**src/rtl/uart_pixel_receiver.sv**
```systemverilog
// UART receiver that pairs consecutive bytes into 16-bit pixel words.
// Oversampled start/data/stop FSM with a 2-flop line synchronizer.
module uart_pixel_receiver #(
  parameter int SAMPLES_PER_BIT = 16,
  parameter int DATA_BITS       = 8
) (
  input  logic        clk,
  input  logic        nRST,
  input  logic        serialIn,
  output logic [15:0] pixelData,
  output logic        pixelValid,
  output logic        frameErr,
  output logic        busy
);

  localparam int CW = $clog2(SAMPLES_PER_BIT);
  localparam int BW = $clog2(DATA_BITS + 1);
  localparam logic [CW-1:0] CNT_HALF = CW'(SAMPLES_PER_BIT / 2 - 1);
  localparam logic [CW-1:0] CNT_FULL = CW'(SAMPLES_PER_BIT - 1);
  localparam logic [BW-1:0] BIT_LAST = BW'(DATA_BITS - 1);

  typedef enum logic [1:0] {
    S_IDLE,
    S_START,
    S_DATA,
    S_STOP
  } state_t;

  state_t               r_state;
  state_t               w_state_nxt;
  logic [CW-1:0]        r_cnt;
  logic [CW-1:0]        w_cnt_nxt;
  logic [BW-1:0]        r_bit;
  logic [BW-1:0]        w_bit_nxt;
  logic                 w_shift_en;
  logic                 w_stop_en;
  logic [1:0]           r_sync;
  logic                 w_rx;
  logic [DATA_BITS-1:0] r_shift;
  logic [DATA_BITS-1:0] r_hi;
  logic                 r_phase_lsb;

  always_ff @(posedge clk or negedge nRST) begin
    if (!nRST) begin
      r_sync <= 2'b11;
    end else begin
      r_sync <= {r_sync[0], serialIn};
    end
  end

  assign w_rx = r_sync[1];

  always_ff @(posedge clk or negedge nRST) begin
    if (!nRST) begin
      r_state <= S_IDLE;
      r_cnt   <= '0;
      r_bit   <= '0;
    end else begin
      r_state <= w_state_nxt;
      r_cnt   <= w_cnt_nxt;
      r_bit   <= w_bit_nxt;
    end
  end

  always_comb begin
    w_state_nxt = r_state;
    w_cnt_nxt   = r_cnt;
    w_bit_nxt   = r_bit;
    w_shift_en  = 1'b0;
    w_stop_en   = 1'b0;
    unique case (r_state)
      S_IDLE: begin
        w_cnt_nxt = '0;
        if (!w_rx) w_state_nxt = S_START;
      end
      S_START: begin
        if (r_cnt == CNT_HALF) begin
          w_cnt_nxt   = '0;
          w_bit_nxt   = '0;
          w_state_nxt = w_rx ? S_IDLE : S_DATA;
        end else begin
          w_cnt_nxt = r_cnt + 1'b1;
        end
      end
      S_DATA: begin
        if (r_cnt == CNT_FULL) begin
          w_cnt_nxt  = '0;
          w_shift_en = 1'b1;
          w_bit_nxt  = r_bit + 1'b1;
          if (r_bit == BIT_LAST) w_state_nxt = S_STOP;
        end else begin
          w_cnt_nxt = r_cnt + 1'b1;
        end
      end
      S_STOP: begin
        if (r_cnt == CNT_FULL) begin
          w_cnt_nxt   = '0;
          w_stop_en   = 1'b1;
          w_state_nxt = S_IDLE;
        end else begin
          w_cnt_nxt = r_cnt + 1'b1;
        end
      end
      default: begin
        w_cnt_nxt   = '0;
        w_state_nxt = S_IDLE;
      end
    endcase
  end

  always_comb begin
    busy = (r_state != S_IDLE);
  end

  // A bad stop bit drops any held high byte so the next pair realigns.
  always_ff @(posedge clk or negedge nRST) begin
    if (!nRST) begin
      r_shift     <= '0;
      r_hi        <= '0;
      r_phase_lsb <= 1'b0;
      pixelData   <= '0;
      pixelValid  <= 1'b0;
      frameErr    <= 1'b0;
    end else begin
      pixelValid <= 1'b0;
      frameErr   <= 1'b0;
      if (w_shift_en) begin
        r_shift <= {w_rx, r_shift[DATA_BITS-1:1]};
      end
      if (w_stop_en) begin
        if (w_rx) begin
          if (!r_phase_lsb) begin
            r_hi        <= r_shift;
            r_phase_lsb <= 1'b1;
          end else begin
            pixelData   <= 16'({r_hi, r_shift});
            pixelValid  <= 1'b1;
            r_phase_lsb <= 1'b0;
          end
        end else begin
          frameErr    <= 1'b1;
          r_hi        <= '0;
          r_phase_lsb <= 1'b0;
        end
      end
    end
  end

endmodule

```
**config.mk**
```make
export PLATFORM = sky130hd
export DESIGN_NAME = uart_pixel_receiver
export DESIGN_NICKNAME = d
export VERILOG_FILES = /design/src/rtl/uart_pixel_receiver.sv
export SDC_FILE = /design/constraint.sdc
export NUM_CORES = 1
export LEC_CHECK = 0
export ABC_AREA = 1
export CAP_MARGIN = 20
export CELL_PAD_IN_SITES_DETAIL_PLACEMENT = 1
export CELL_PAD_IN_SITES_GLOBAL_PLACEMENT = 1
export CORE_MARGIN = 8
export CORE_UTILIZATION = 41
export DETAILED_ROUTE_END_ITERATION = 8
export PLACE_DENSITY_LB_ADDON = 0.25
export SYNTH_ARGS = -nofsm -noshare
export SYNTH_HDL_FRONTEND = slang
export SYNTH_SLANG_ARGS = --single-unit
```
**constraint.sdc**
```tcl
create_clock -name clk -period 3.4 [get_ports clk]
set_clock_uncertainty 0.15 [all_clocks]
set_input_delay 1.02 -clock clk [delete_from_list [all_inputs] [get_ports clk]]
set_output_delay 1.02 -clock clk [all_outputs]
set_load 0.005 [all_outputs]
```
==> flow_results.org <==
** Clock tree
- TritonCTS built the clock tree.
- Clock slew at the register clock pins of the worst setup and hold paths :: ~0.080 ns
- Post-CTS setup repair buffer count :: 0
- Post-CTS resize count :: 0
- The H-tree generated during clock tree synthesis spans 2 levels.
- Buffer cell driving the clock tree root :: clkbuf_8
- Insertion delay to the later sink of the worst-skew pair :: 0.29 ns
- Counting every sink on the clock net gives 47.
- Num CTS Buffers :: 5
- Bufs on Longest Clock Path :: 2
- CTS Hold Buffers Added :: 0

** Logic synthesis
- The synthesized design contains 0 enable-type register cells.
- Counting distinct cell types in the post-synthesis netlist gives 22.
- Prevailing post-synth register cell :: dfrtp_1
- A synthesized cell averages 10.3 um2.
- Async set-reset flop share out of synthesis :: 1.00
- After synthesis the netlist holds a flip-flop and latch count of 47.
- Synth Cell Area :: slightly below 2000 um2
- Part of the Yosys area used for sequential elements :: 0.597
- The largest total area in the synthesized netlist belongs to dfrtp_1.
- After technology mapping, the gate count stands at approximately 190.
- Yosys Warn Count :: 0
- Synthesis produced a netlist with a net count of 196.
- The share of synthesized area in the top cell type comes to 0.570.
- Sorting the synthesized cells by area gives the leading types as dfrtp_1 57%, nand2_1 7.2%, o21ai_2 7.1%, inv_1 5.5%, o21ai_0 3.5%.

** Routing
- Wirelength per Cell :: between 10 and 15 um
- Initial DRT Pass Iterations :: 4
- Drt total wl :: 3810 um
- Average vias per placed instance :: 5.05
- In this run the remaining antenna-violating nets after routing total 0.
- After the first detailed-routing iteration, the DRC count stood at 41.
- For this run, design rule violations remaining after detail routing come to 0.
- For this block, the via count after detailed routing is 1359.

** Floorplan
- # IOs :: 22
- Core footprint :: 4690 um2
- The die covers between 7000 and 8000 um2.
- The die is 85.4 um wide.
- The die is around 85 um tall.
- Initial Utilization :: 0.421
- Rows :: 25

** Cells and area
- The number of antenna diodes in the final layout is 0.
- Nets@finish :: 220
- Of the cells placed in the final design, the portion with a size suffix greater than 1 is 0.181.
- In the final layout, the multi-input gates occupy 638 um2.
- The top cell types in the final layout, fill and taps aside, are 45 x dfrtp_1, 38 x nand2_1, 29 x inv_1.
- Leaving out fill and tap cells, the most frequent cell in the layout is dfrtp_1.
- The layout has ~520 filler cells.
- Layout Cells excl Fill :: 269
- The area growth from synthesis to layout is 17.5%.
- Summing all flip-flop and latch instances after layout gives ~1200 um2.

** Timing
- Unrepaired setup endpoints after global routing :: false
- The smallest clock period supported by the final layout is computed as around 2.6 ns.
- Derived from the worst setup path, the maximum achievable clock frequency is 0.380 GHz.
- Count of final hold-check violations :: 0
- Period utilisation layout :: 0.774
- Number of pins with negative max-slew slack in the final report :: 0
- Setup tns final :: 0 ns
- At the pin with the least slew margin, the transition time is 0.431 ns.
- Setup violations remaining at the end of the flow were counted as 0.
- Worst-case headroom to the max-slew limit :: 0.713

** Global routing
- After global routing the overflow that remains totals 0.
- Wire length of the first global-routing pass :: just under 7000 um
- Entering global routing, the biggest net connects 48 pins.
- Number of antenna violations at the first check in global routing :: 0
- For this run, the total global-route usage over all layers was measured as 0.114.
- Via count of the first global-routing pass :: 1503

** Setup path
- Required time of the critical path :: 2.23 ns
- RR Startpoint :: r_cnt[0]
- The worst register-to-register path has a depth of 7.
- STA classifies the critical path startpoint as a register.
- For flop-to-flop paths, the worst setup slack is 1.56 ns.
- The worst register-to-register path ends at r_bit[3].
- Critical Path, Cell by Cell :: nor2_1 -> inv_1 -> clkdlybuf4s50_1
- The most critical setup path has its startpoint at r_state[0].
- Highest fanout seen on the critical path :: 5
- Slowest library cell on the worst path :: clkdlybuf4s50_1
- Critical Path Sink Type :: primary output
- Worst path max stage delay :: 0.46 ns
- Arrival time of the worst setup path :: roughly 1.5 ns
- Worst Setup Path Type :: register to primary output

** Worst hold path
- Along the worst hold path, the cell count comes to 0.
- Startpoint of the tightest hold check path :: r_sync[0]
- Endpoint of the worst hold path :: r_sync[1]
- Hold crit path type :: register to register

** Pwr
- Power spread over the standard cell area amounts to 522 nW/um2.
- The share of total power dissipated in combinational logic is 0.160.
- Summed over all cells, the static leakage comes to about 0.0011 uW.
- Of the total power, the share spent switching nets is 0.274.
- Of the total power, registers draw 0.520.
- Part of the power in the clock network :: 0.320
- Total internal power :: 879 uW
- In this run the power spent charging and discharging nets is approximately 330 uW.
- VDD IR max :: 0.290 mV

** Placement
- Buffers placed on the I/O ports in this run total 21.
- Final weighted congestion in routability-driven placement :: 0.776
- Post-detailed-placement half-perimeter wirelength :: 2780 um
- Inst Count DP :: about 260

** Job
- The tool flagged a number of max-cap violations equal to 0.

** Run status
- Result of the run :: completed
power groups by stage:
| stage | registers [uW] | logic, uW | clock network (uW) |
|---|---|---|---|
| after floorplan | 633 | 133 | 0 |
| after global placement | 637 | 179 | 0 |
| after detailed placement | 641 | 192 | 0 |
| after CTS | 630 | 194 | 401 |
| after global routing | 635 | 227 | 427 |
| final | 631 | 193 | 388 |
synthesized netlist by cell type (3+ instances only):
cell type and number:
nand3_1 7, inv_1 29, o22ai_1 8, dfrtp_1 45, o21ai_2 16, nand2_1 38, nor2_4 3, buf_6 4
nor2_1 8, o21ai_0 14
worst max-delay path by stage:
stage                 to  slack, ns  cells after the start
finish              busy       0.77                      3
global placement    busy       1.12                      3
floorplan           busy       1.60                      2
global route        busy       0.67                      3
detailed placement  busy       1.09                      3
CTS                 busy       0.75                      3
registers in the layout (all words and copies together), names as in the netlist, named ones only:
signal	flops
r_cnt	4
r_phase_lsb	1
r_sync	2
r_hi	8
pixelData	16
r_shift	8
frameErr	1
r_state	1
pixelValid	1
r_bit	4
worst max-delay path, delay by kind of cell, from the launching register on:
kind          cells  cell delay, ns
buf+inv           2            0.55
simple gates      1            0.19
flops             1            0.44
layer usage:
metal / vias to the layer above / track usage / routed length, um
li1: 659 / - / -
met1: 676 / 0.126 / 1640
met2: 19 / 0.205 / 1980
met3: 5 / 0.0347 / 167
met4: 0 / 0.0350 / 27
met5: - / 0 / 0
final cells by class:
type | count | area share
flip-flops and latches | 47 | 0.508
multi-input cells | 110 | 0.275
inverters | 29 | 0.0469
clock inverters | 1 | 0.0129
well taps | 54 | 0.0291
repair buffers | 22 | 0.0970
clock buffers | 6 | 0.0313
kinds of logic (layout without fill, tap and decap cells):
family,Yosys count,in the layout,share of synthesized area
AOI/OAI and AO/OA,44,44,0.154
buffers and inverters,34,58,0.0804
DFF,47,47,0.597
adders and majority gates,2,2,0.0127
and+or+nand+nor,64,64,0.156
metrics by stage:
step / hold WS, ns / total power, uW / area, um2 / worst slack (ns) / utilization
floorplan: 0.195 / 766 / 1980 / 1.60 / -
global placement: 0.197 / 816 / 2200 / 1.12 / 0.469
detailed placement: 0.199 / 834 / 2200 / 1.09 / 0.469
CTS: 0.211 / 1230 / 2300 / 0.752 / 0.490
global route: 0.214 / 1290 / 2320 / 0.672 / 0.495
finish: 0.210 / 1210 / 2320 / 0.769 / 0.495
(Power assumes the default switching activity.)
